<file path="config.mk">
export PLATFORM = sky130hd
export DESIGN_NAME = bcd_a_binario_flat
export DESIGN_NICKNAME = d
export VERILOG_FILES = /design/src/rtl/bcd_a_binario_if.sv /design/src/rtl/bcd_a_binario.sv /design/src/flat_wrapper.sv
export SDC_FILE = /design/constraint.sdc
export NUM_CORES = 1
export LEC_CHECK = 0
export ABC_AREA = 1
export CORE_AREA = 2 2 89 91
export DETAILED_ROUTE_END_ITERATION = 8
export DIE_AREA = 0 0 91 93
export DONT_BUFFER_PORTS = 1
export SETUP_SLACK_MARGIN = 0.4
export SLEW_MARGIN = 40
export SYNTH_ARGS = -nofsm -noshare
export SYNTH_HDL_FRONTEND = slang
export SYNTH_SLANG_ARGS = --single-unit
</file>
<file path="constraint.sdc">
create_clock -name CLK100MHZ -period 1.9 [get_ports CLK100MHZ]
set_input_delay 0.095 -clock CLK100MHZ [delete_from_list [all_inputs] [get_ports CLK100MHZ]]
set_output_delay 0.095 -clock CLK100MHZ [all_outputs]
set_load 0.01 [all_outputs]
</file>
<file path="src/rtl/bcd_a_binario_if.sv">
// Handshake/data bundle between the decimal entry logic and the BCD-to-binary decoder.
interface bcd_a_binario_if;
    logic        valid;
    logic [20:0] codigo_BCD;
    logic [15:0] bin;
    logic        busy;
    logic        done;
    logic        error;

    modport master (
        output valid, codigo_BCD,
        input  bin, busy, done, error
    );

    modport slave (
        input  valid, codigo_BCD,
        output bin, busy, done, error
    );
endinterface

</file>
<file path="src/rtl/bcd_a_binario.sv">
// Sequential signed 5-digit BCD to 16-bit two's-complement decoder (reverse double-dabble).
module bcd_a_binario (
    input  logic               CLK100MHZ,
    input  logic               reset,
    bcd_a_binario_if.slave     bus
);
    typedef enum logic [1:0] {IDLE, SHIFT, FINISH} state_t;

    state_t      state;
    logic        sign;
    logic        digit_err;
    logic [19:0] digits;
    logic [19:0] acc;
    logic [4:0]  cnt;
    logic [15:0] bin_r;
    logic        busy_r;
    logic        done_r;
    logic        error_r;

    logic [39:0] shifted;
    logic        nibble_bad;
    logic        out_of_range;

    // One reverse double-dabble step: shift right, then correct each digit nibble >= 8 by -3.
    always_comb begin
        shifted = {digits, acc} >> 1;
        for (int unsigned i = 0; i < 5; i++) begin
            if (shifted[20 + 4*i +: 4] >= 4'd8)
                shifted[20 + 4*i +: 4] = shifted[20 + 4*i +: 4] - 4'd3;
        end
    end

    always_comb begin
        nibble_bad = 1'b0;
        for (int unsigned i = 0; i < 5; i++) begin
            if (bus.codigo_BCD[4*i +: 4] > 4'd9)
                nibble_bad = 1'b1;
        end
    end

    assign out_of_range = sign ? (acc > 20'd32768) : (acc > 20'd32767);

    always_ff @(posedge CLK100MHZ) begin
        if (reset) begin
            state     <= IDLE;
            sign      <= 1'b0;
            digit_err <= 1'b0;
            digits    <= '0;
            acc       <= '0;
            cnt       <= '0;
            bin_r     <= '0;
            busy_r    <= 1'b0;
            done_r    <= 1'b0;
            error_r   <= 1'b0;
        end else begin
            done_r <= 1'b0;
            unique case (state)
                IDLE: begin
                    if (bus.valid) begin
                        sign      <= bus.codigo_BCD[20];
                        digits    <= bus.codigo_BCD[19:0];
                        acc       <= '0;
                        cnt       <= '0;
                        digit_err <= nibble_bad;
                        busy_r    <= 1'b1;
                        state     <= SHIFT;
                    end
                end
                SHIFT: begin
                    {digits, acc} <= shifted;
                    cnt           <= cnt + 5'd1;
                    if (cnt == 5'd19)
                        state <= FINISH;
                end
                FINISH: begin
                    if (digit_err || out_of_range) begin
                        bin_r   <= '0;
                        error_r <= 1'b1;
                    end else begin
                        bin_r   <= sign ? (16'd0 - acc[15:0]) : acc[15:0];
                        error_r <= 1'b0;
                    end
                    done_r <= 1'b1;
                    busy_r <= 1'b0;
                    state  <= IDLE;
                end
                default: state <= IDLE;
            endcase
        end
    end

    assign bus.bin   = bin_r;
    assign bus.busy  = busy_r;
    assign bus.done  = done_r;
    assign bus.error = error_r;
endmodule

</file>
<file path="src/flat_wrapper.sv">
// flat-port wrapper written by rule: the top's interface ports become plain ports
module bcd_a_binario_flat 
  (CLK100MHZ, reset, bus_valid, bus_codigo_BCD, bus_bin, bus_busy, bus_done, bus_error);
  bcd_a_binario_if bus_i ();
  input  logic CLK100MHZ;
  input  logic reset;
  input wire logic [$bits(bus_i.valid)-1:0] bus_valid;
  input wire logic [$bits(bus_i.codigo_BCD)-1:0] bus_codigo_BCD;
  output wire logic [$bits(bus_i.bin)-1:0] bus_bin;
  output wire logic [$bits(bus_i.busy)-1:0] bus_busy;
  output wire logic [$bits(bus_i.done)-1:0] bus_done;
  output wire logic [$bits(bus_i.error)-1:0] bus_error;
  assign bus_i.valid = bus_valid;
  assign bus_i.codigo_BCD = bus_codigo_BCD;
  assign bus_bin = bus_i.bin;
  assign bus_busy = bus_i.busy;
  assign bus_done = bus_i.done;
  assign bus_error = bus_i.error;
  bcd_a_binario u_core (.CLK100MHZ(CLK100MHZ), .reset(reset), .bus(bus_i));
endmodule
</file>
# --- Yosys cells after proc, flatten, opt, wreduce, memory -nomap -nowiden ---
# Index checks and enable logic that the tools add are counted.
totals:
  ff_bits: 68
  memories: 0
  in_bits: 24
  mem_bits_rw: 0
  out_inout_bits: 19
  romBits: 0
  wordCells: 68
  latch_bits: 0
op_classes:
  div: 0
  n_shift: 0
  n_eq_ne: 5
  n_mul: 0
  n_reduce_logical: 8
  magnitude_cmp: 12
  bitwise_logic: 0
  n_addsub: 7
  mux: 26
op_table:
  columns: ["cell", "count"]
  rows:
  - ["case mux 20 bit (2 select lines)", 2]
  - ["2-to-1 mux 20 bit", 2]
  - ["2-to-1 mux 16 bit", 2]
  - ["greater-than comparator 20 x 15 -> 1 bit (second input constant)", 1]
  - ["greater-than comparator 20 x 16 -> 1 bit (second input constant)", 1]
  - ["greater-than comparator 4 bit (second input constant)", 5]
  - ["2-to-1 mux 4 bit", 5]
  - ["greater-or-equal comparator 4 bit (second input constant)", 4]
  - ["subtractor 1 x 16 -> 16 bit (first input constant)", 1]
  - ["subtractor 4 x 2 -> 4 bit (second input constant)", 4]
  - ["case mux 5 bit (2 select lines)", 1]
  - ["2-to-1 mux 1 bit", 9]
  - ["AND reduction 2 bit", 4]
  - ["adder 5 x 1 -> 5 bit (second input constant)", 1]
  - ["== test 5 bit (second input constant)", 1]
  - ["2-to-1 mux 5 bit", 1]
  - ["greater-or-equal comparator 3 x 4 -> 1 bit (second input constant)", 1]
  - ["2-to-1 mux 2 bit", 2]
  - ["case mux 2 bit (2 select lines)", 1]
  - ["nonzero test 2 bit", 2]
  - ["subtractor 3 x 2 -> 4 bit (second input constant)", 1]
  - ["== test 2 x 1 -> 1 bit (second input constant)", 1]
  - ["== test 2 bit (second input constant)", 1]
  - ["logical NOT 2 bit", 1]
  - ["other kinds (4)", 4]

# --- Logic depth before layout (Yosys ltp) ---
# Gate-level depths: netlist of the first run.
depth:
  ltp_word: 6
  depth_mapped: 9
  depth_no_buf: 9

# --- Worst setup path after synthesis of the first run ---
# OpenSTA, ideal clock, no wires.
synth_path:
  path_type: "register to register"
  startpoint: "register u_core.acc[1]"
  endpoint: "register u_core.bin_r[10] (netlist: u_core.bus.bin[10])"
  stages_incl_launch_ff: 10
  period_less_slack_ps: 1454
  path_buffers: 1
  setup_ps: 70
  required_time_ps: 1830
  arrival_ps: 1384
  slack_ps: 446
  path_cell_list: "dfxtp_1 -> inv_1 -> ha_1 -> nand2_2 -> nor2_4 -> nand3_2 -> a21oi_4 -> buf_6 -> nand3_1 -> a21oi_1"
synth_via:
  elab_chain_len: 4
  word_cells_on_any_way: 7
  classes_between: "1 x add/sub; 2 x order compare; 3 x mux; 1 x reduce/logical"
synth_lines:
  columns: ["item", "line_no", "text"]
  rows:
  - ["from (decl)", "bcd_a_binario.sv:13", "logic [19:0] acc;"]
  - ["from (signal assigned)", "bcd_a_binario.sv:70", "{digits, acc} <= shifted;"]
  - ["greater-than comparator 20 x 15 -> 1 bit or greater-than comparator 20 x 16 -> 1 bit (tied branches)", "bcd_a_binario.sv:41", "assign out_of_range = sign ? (acc > 20'd32768) : (acc > 20'd32767);"]
  - ["2-to-1 mux 1 bit", "bcd_a_binario.sv:41", null]
  - ["logical OR 1 bit", "bcd_a_binario.sv:76", "if (digit_err || out_of_range) begin"]
  - ["2-to-1 mux 16 bit *", "bcd_a_binario.sv:76", null]
  - ["to (signal assigned)", "bcd_a_binario.sv:80", "bin_r <= sign ? (16'd0 - acc[15:0]) : acc[15:0];"]
  - ["to (decl)", "bcd_a_binario.sv:15", "logic [15:0] bin_r;"]
# Every way passes the cells marked *; elsewhere a longest branch is shown, timed or not.
# A chain may end at the register's enable or synchronous reset.

# --- Worst setup path after layout of the first run ---
layout_path:
  startpoint: "register u_core.acc[1]"
  endpoint: "register u_core.bin_r[8] (netlist: u_core.bus.bin[8])"
# The elaborated chain is that of the path after synthesis.

==> impl_metrics.py, run 1 <==
metrics = {
    "synthesis": {
        "avgSynthCellArea_um2": 7.35,
        "synth_area_leaders": "dfxtp_1, nand2_1, a21oi_1, o21ai_0, inv_1",
        "yosysUniqueCellTypes": 36,
        "ys_seq_area_frac": 0.416,
        "yosys_warnings": 0,
        "synthesis.nets": 479,
        "ys_ff_latch": 68,
        "yosysTopAreaCell": "dfxtp_1",
        "syn_inst": 445,
        "netlist_area_mm2": 0.00327,
        "synth_top_area_frac": 0.416,
    },
    "final_layout": {
        "fin_cells": 591,
        "diodes": 0,
        "syn_to_final_growth_pct": 25.7,
        "drive_gt1_frac": 0.180,
        "nets": 518,
    },
    "detailed_routing": {
        "drc": 0,
        "vias": 3159,
        "drtIter0Drc": 164,
        "antenna_left": 0,
        "dr.pass1.iters": 4,
        "wirelength_mm": 8.48,
        "detail_route.wl_per_cell_um": 14.3,
        "avgViaCountPerCell": 5.35,
    },
    "floorplan": {
        "die_height_um": 93,
        "die_x_um": 91,
        "dieArea_mm2": 0.00846,
        "core_area_mm2": 0.00753,
        "initial_utilization": 0.435,
        "rows": 32,
        "io_pins": 43,
    },
    "timing": {
        "min_period_ps": 1480,
        "finalSetupTns_ps": 0,
        "hold_viol_final": 0,
        "max_clock_freq_ghz": 0.673,
        "worst_slack_ps": 415,
        "final-setup-viol-count": 0,
        "drv_slew": 0,
        "whs_ps": 18.4,
        "finClkSkew_ps": 7.47,
        "grt_setup_unrepaired": "yes",
        "post-route-period-util": 0.781,
        "tightest_slew_ps": 304,
        "slew_headroom": 0.797,
    },
    "global_routing": {
        "met3_usage": 0.0355,
        "antenna_found_initial": 0,
        "grt_use_total": 0.206,
        "grt_pass1_wl_mm": 14.2,
        "grt_overflow_total": 0,
        "grt_util_met2": 0.365,
        "busiest_layer": "met2",
        "use_met1": 0.244,
        "grt_pass1_vias": 3109,
        "grt_max_degree": 42,
    },
    "flow_run": {
        "max_cap_violations": 0,
    },
    "worst_setup_path": {
        "path_cells": "inv_4 > ha_4 > nand2_4 > nor2_4 > nand3_2 > a21oi_4 > buf_6 > buf_12 > nand3_1 > a21oi_1",
        "crit_slowest_cell": "dfxtp_2",
        "required_ps": 2170,
        "max_stage_delay_ps": 330,
        "critPathMaxFanout": 7,
        "critical_path_class": "reg -> reg",
        "worstPathArrival_ps": 1750,
        "endpoint_kind": "flop",
        "rrSetupSlack_ps": 420,
        "critPathLaunchType": "flop",
    },
    "run_status": {
        "status": "complete, no violations",
    },
    "pwr": {
        "leakage_nw": 1.69,
        "pwr-share-comb": 0.107,
        "vdd_drop_max_uv": 519,
        "internal-power_w": 0.00263,
        "power.density_mw_per_mm2": 841,
        "p_seq_frac": 0.441,
        "clkPwrFrac": 0.452,
        "p_switching_w": 0.000832,
        "swShare": 0.241,
    },
    "clock_network": {
        "clock_sinks": 68,
        "clockRootBuffer": "clkbuf_8",
        "clockBufferDepth": 2,
        "cts_max_level": 3,
        "cts_tree": "yes",
        "insertion_delay_ps": 340,
        "clkSlewWorstSetupHoldPaths_ps": 80,
        "cts_made_buffers": 9,
    },
    "placement": {
        "port_buffers": 0,
        "dp_hpwl_mm": 5.42,
        "dp_cells": 540,
        "dp_slack_ps": 253,
        "gp_congestion": 0.820,
    },
    "min_path": {
        "hold_path.class": "in -> reg",
    },
}
-- cell type report --
class	instances	area (um^2)
Fill cell	739	3410
Multi-Input combinational cell	304	1680
Sequential cell	68	1370
Timing Repair Buffer	49	474
Inverter	52	200
Clock inverter	7	139
Tap cell	102	128
Clock buffer	9	124
-- metrics by stage --
stage / util / power [W] / cell area (um^2)
2_1_floorplan: - / 0.00178 / 3270
3_3_place_gp: 0.454 / 0.00185 / 3420
3_5_place_dp: 0.454 / 0.00186 / 3420
4_1_cts: 0.537 / 0.00347 / 4040
5_1_grt: 0.546 / 0.00360 / 4110
6_report: 0.546 / 0.00346 / 4110
-- power groups by stage --
stage	combinational, W	sequential [W]	clock [W]
after floorplan	0.000234	0.00154	0
after global placement	0.000294	0.00155	0
after detailed placement	0.000303	0.00155	0
after CTS	0.000357	0.00152	0.00159
after global routing	0.000416	0.00153	0.00166
final	0.000369	0.00152	0.00156
-- kinds of logic (layout without fill, tap and decap cells) --
| kind of cell | after synthesis | after routing | synth area share |
|---|---|---|---|
| buf+inv | 73 | 117 | 0.0895 |
| compound gates | 118 | 118 | 0.219 |
| xor+xnor | 3 | 3 | 0.00804 |
| fa+ha+maj | 10 | 10 | 0.0383 |
| simple gates | 173 | 173 | 0.229 |
| flops | 68 | 68 | 0.416 |
-- layout by cell type (no fill, tap or decap), types with 3 or more instances in the layout --
| cell | synthesis | final |
|---|---|---|
| dfxtp_1 | 68 | 62 |
| dlygate4sd3_1 | 0 | 20 |
| dfxtp_2 | 0 | 6 |
| o21ai_1 | 1 | 3 |
| buf_4 | 1 | 23 |
| o32ai_1 | 17 | 17 |
| ha_1 | 10 | 9 |
| nand2_2 | 2 | 3 |
| nand4_1 | 4 | 4 |
| o2111ai_1 | 3 | 3 |
| nor3_1 | 4 | 4 |
| clkbuf_8 | 0 | 9 |
| a21oi_2 | 0 | 4 |
| a31oi_1 | 6 | 6 |
| nor2_2 | 5 | 7 |
| buf_6 | 1 | 3 |
| inv_2 | 5 | 9 |
| o21ai_0 | 40 | 38 |
| bufinv_16 | 0 | 4 |
| a21oi_1 | 41 | 37 |
| inv_1 | 46 | 40 |
| nand2_1 | 93 | 91 |
| nor2_1 | 30 | 28 |
| nand3_2 | 2 | 6 |
| nand3_1 | 30 | 26 |
-- Yosys cell counts, drive strengths merged --
| master | count |
|---|---|
| nand2 | 95 |
| dfxtp | 68 |
| inv | 51 |
| a21oi | 42 |
| o21ai | 41 |
| nor2 | 37 |
| nand3 | 32 |
| o32ai | 17 |
| clkbuf | 12 |
| ha | 10 |
| buf | 9 |
| a31oi | 6 |
| nand4 | 4 |
| nor3 | 4 |
| o2111ai | 3 |
| a32o | 2 |
| o21bai | 2 |
| xnor2 | 2 |
| a211oi | 1 |
| a221oi | 1 |
| clkinv | 1 |
| o2111a | 1 |
| o211ai | 1 |
| o22ai | 1 |
| or2 | 1 |
| xor2 | 1 |
-- routing by layer --
| layer | vias up | routed length (um) | part of all wire |
|---|---|---|---|
| li1 | 1580 | - | - |
| met1 | 1469 | 3700 | 0.44 |
| met2 | 100 | 4250 | 0.50 |
| met3 | 10 | 410 | 0.048 |
| met4 | 0 | 113 | 0.013 |
| met5 | - | 0 | 0 |
-- sequential cells by signal, summed over array words and instances (netlist names), 2 cells and up --
| name | flops |
|---|---|
| u_core.bus.bin | 16 |
| u_core.acc | 20 |
| u_core.digits | 20 |
| u_core.state | 2 |
| u_core.cnt | 5 |
-- timing repair --
| item | in CTS | in global routing |
|---|---|---|
| pin swaps | 5 | 5 |
| endpoints found under the setup margin | 35 | 42 |
| endpoints found under the hold margin | 58 | 0 |
| gates cloned | 1 | 0 |
| hold buffers | 21 | 0 |
| gates resized for setup | 15 | 20 |
| setup buffers | 10 | 3 |
-- final timing paths --
kind / start / to / depth (start not counted)
setup reg to reg: u_core.acc[1] / u_core.bus.bin[8] / 10
hold / removal: bus_codigo_BCD[14] / u_core.digit_err / 2
hold reg to reg: u_core.digits[19] / u_core.digits[19] / 2
setup / recovery: u_core.acc[1] / u_core.bus.bin[8] / 10
-- critical path, delay by kind of cell (launching register included) --
| family | cells | cell delay, ps |
|---|---|---|
| flops | 1 | 330 |
| simple gates | 4 | 320 |
| buf+inv | 3 | 310 |
| compound gates | 2 | 300 |
| fa+ha+maj | 1 | 150 |
Power figures use the tool's default switching activity.
==> inputs of run 2 (changes only) <==
==> constraint.sdc (replaced) <==
create_clock -name CLK100MHZ -period 1.49 [get_ports CLK100MHZ]
set_input_delay 0.0745 -clock CLK100MHZ [delete_from_list [all_inputs] [get_ports CLK100MHZ]]
set_output_delay 0.0745 -clock CLK100MHZ [all_outputs]
set_load 0.01 [all_outputs]
==> run 2 against run 1 <==
Net effect: the run now ends with hold timing, setup timing left; routed wire length increased by 21%; sequential cell count unchanged; critical path depth shrank 3; sequential power rose by 29%; via count rose by 6.0%; die area did not move; first-iteration DRC count rose by 10%; critical endpoint is now u_core.acc[6]; largest power group is now sequential cells.
==> impl_metrics.py, run 2 (synthesis results as in run 1) <==
metrics = {
    "global_routing": {
        "grt_max_degree": 44,
        "grt_util_met2": 0.415,
        "grt_pass1_vias": 3348,
        "busiest_layer": "met2",
        "grt_overflow_total": 0,
        "grt_pass1_wl_mm": 16.0,
        "met3_usage": 0.0403,
        "use_met1": 0.277,
        "grt_use_total": 0.239,
        "antenna_found_initial": 0,
    },
    "detailed_routing": {
        "detail_route.wl_per_cell_um": 16.2,
        "wirelength_mm": 10.2,
        "vias": 3349,
        "avgViaCountPerCell": 5.32,
        "dr.pass1.iters": 4,
        "antenna_left": 0,
        "drtIter0Drc": 181,
        "drc": 0,
    },
    "worst_setup_path": {
        "critical_path_class": "reg -> reg",
        "reg2reg_from": "u_core.state[0]",
        "worstPathArrival_ps": 1740,
        "worstReg2RegEnd": "u_core.acc[6]",
        "required_ps": 1730,
        "critPathMaxFanout": 5,
        "rrSetupSlack_ps": -8,
        "r2r_cells": 7,
        "endpoint_kind": "flop",
        "critPathLaunchType": "flop",
    },
    "min_path": {
        "hold_path_startpoint": "reset",
        "hold_path.class": "in -> reg",
        "min_path_cells": 1,
        "hold_end": "u_core.digits[6]",
    },
    "timing": {
        "min_period_ps": 1500,
        "whs_ps": -227,
        "final-setup-viol-count": 2,
        "post-route-period-util": 1.01,
        "grt_setup_unrepaired": "yes",
        "drv_slew": 0,
        "hold_viol_final": 41,
        "finalSetupTns_ps": -10.0,
        "finClkSkew_ps": 13.4,
        "slew_headroom": 0.515,
        "tightest_slew_ps": 727,
        "max_clock_freq_ghz": 0.667,
        "worst_slack_ps": -8.43,
    },
    "run_status": {
        "status": "finished with violations",
        "violations": "hold timing, setup timing",
    },
    "clock_network": {
        "clockBufferDepth": 2,
        "clockRootBuffer": "clkbuf_8",
        "cts_max_level": 3,
        "clkSlewWorstSetupHoldPaths_ps": 80,
        "cts_hold_buf": 16,
        "clock_sinks": 68,
        "cts_tree": "yes",
        "cts_made_buffers": 9,
        "insertion_delay_ps": 360,
    },
    "floorplan": {
        "die_height_um": 93,
        "core_area_mm2": 0.00753,
        "dieArea_mm2": 0.00846,
        "die_x_um": 91,
        "initial_utilization": 0.435,
        "io_pins": 43,
        "rows": 32,
    },
    "placement": {
        "postPlaceCellArea_mm2": 0.00376,
        "dp_hpwl_mm": 5.68,
        "dp_cells": 555,
        "gp_congestion": 0.867,
        "port_buffers": 0,
    },
    "final_layout": {
        "final_common_cell": "nand2_1",
        "drive_gt1_frac": 0.403,
        "diodes": 0,
        "nets": 557,
        "final_core_util": 0.681,
        "stdcell_area_mm2": 0.00512,
        "syn_to_final_growth_pct": 56.6,
        "final_cell_mix": "nand2_1, dfxtp_1, inv_1",
        "fin_cells": 630,
    },
    "pwr": {
        "vdd_drop_max_uv": 676,
        "leakage_nw": 2.04,
        "power.density_mw_per_mm2": 909,
    },
    "flow_run": {
        "max_cap_violations": 0,
    },
}
run 2: cell count changes in the layout (fill, tap and decap cells not counted), sizes merged:
cell / before / now
clkinv: 4 / 8
bufinv: 4 / 2
dlygate4sd3: 20 / 16
buf: 29 / 70
inv: 51 / 50
clkbuf: 9 / 10
run 2: final cells by class:
cell class                      instances  area (um^2)
Timing Repair Buffer                   86          981
Clock inverter                          6         87.6
Timing Repair inverter                  2         25.0
Multi-Input combinational cell        304         2150
Tap cell                              102          128
Clock buffer                           10          138
Fill cell                             605         2400
Inverter                               52          230
Sequential cell                        68         1390
run 2: timing repair:
item | 4_1_cts | 5_1_grt
cloned | 7 | 0
endpoints found under the hold margin | 59 | 41
setup buffers | 23 | 13
pin swaps | 14 | 21
endpoints found under the setup margin | 65 | 68
resized for setup | 72 | 86
run 2: worst max-delay path, cell delays in order (launching register included):
cell,delay [ps]
dfxtp_4,380
inv_2,60
nor2_4,250
nor2_4,90
buf_6,140
buf_6,110
buf_6,120
a32o_1,220
run 2: power breakdown:
part	internal [W]	switching (W)
registers	0.00189	0.0000770
clock network	0.000988	0.000760
logic	0.000477	0.000468
run 2: layer usage:
metal	vias up	routed length, um
met5	-	0
met4	0	317
met3	30	465
met2	90	5290
met1	1573	4160
li1	1656	-
run 2: worst max path at each step:
stage	from	endpoint	slack, ps	depth (start not counted)
floorplan	u_core.acc[1]	u_core.bus.bin[10]	110	9
global route	u_core.state[0]	u_core.cnt[3]	-130	8
CTS	u_core.acc[0]	u_core.bus.bin[3]	30	9
finish	u_core.state[0]	u_core.acc[6]	-8	7
global placement	u_core.acc[0]	u_core.bus.bin[4]	50	9
detailed placement	u_core.acc[0]	u_core.bus.bin[3]	30	9
run 2: stage by stage:
stage | setup slack, ps | total power (W)
2_1_floorplan | 112 | 0.00235
3_3_place_gp | 50.9 | 0.00242
3_5_place_dp | 34.9 | 0.00243
4_1_cts | 26.0 | 0.00447
5_1_grt | -126 | 0.00487
6_report | -8.43 | 0.00466
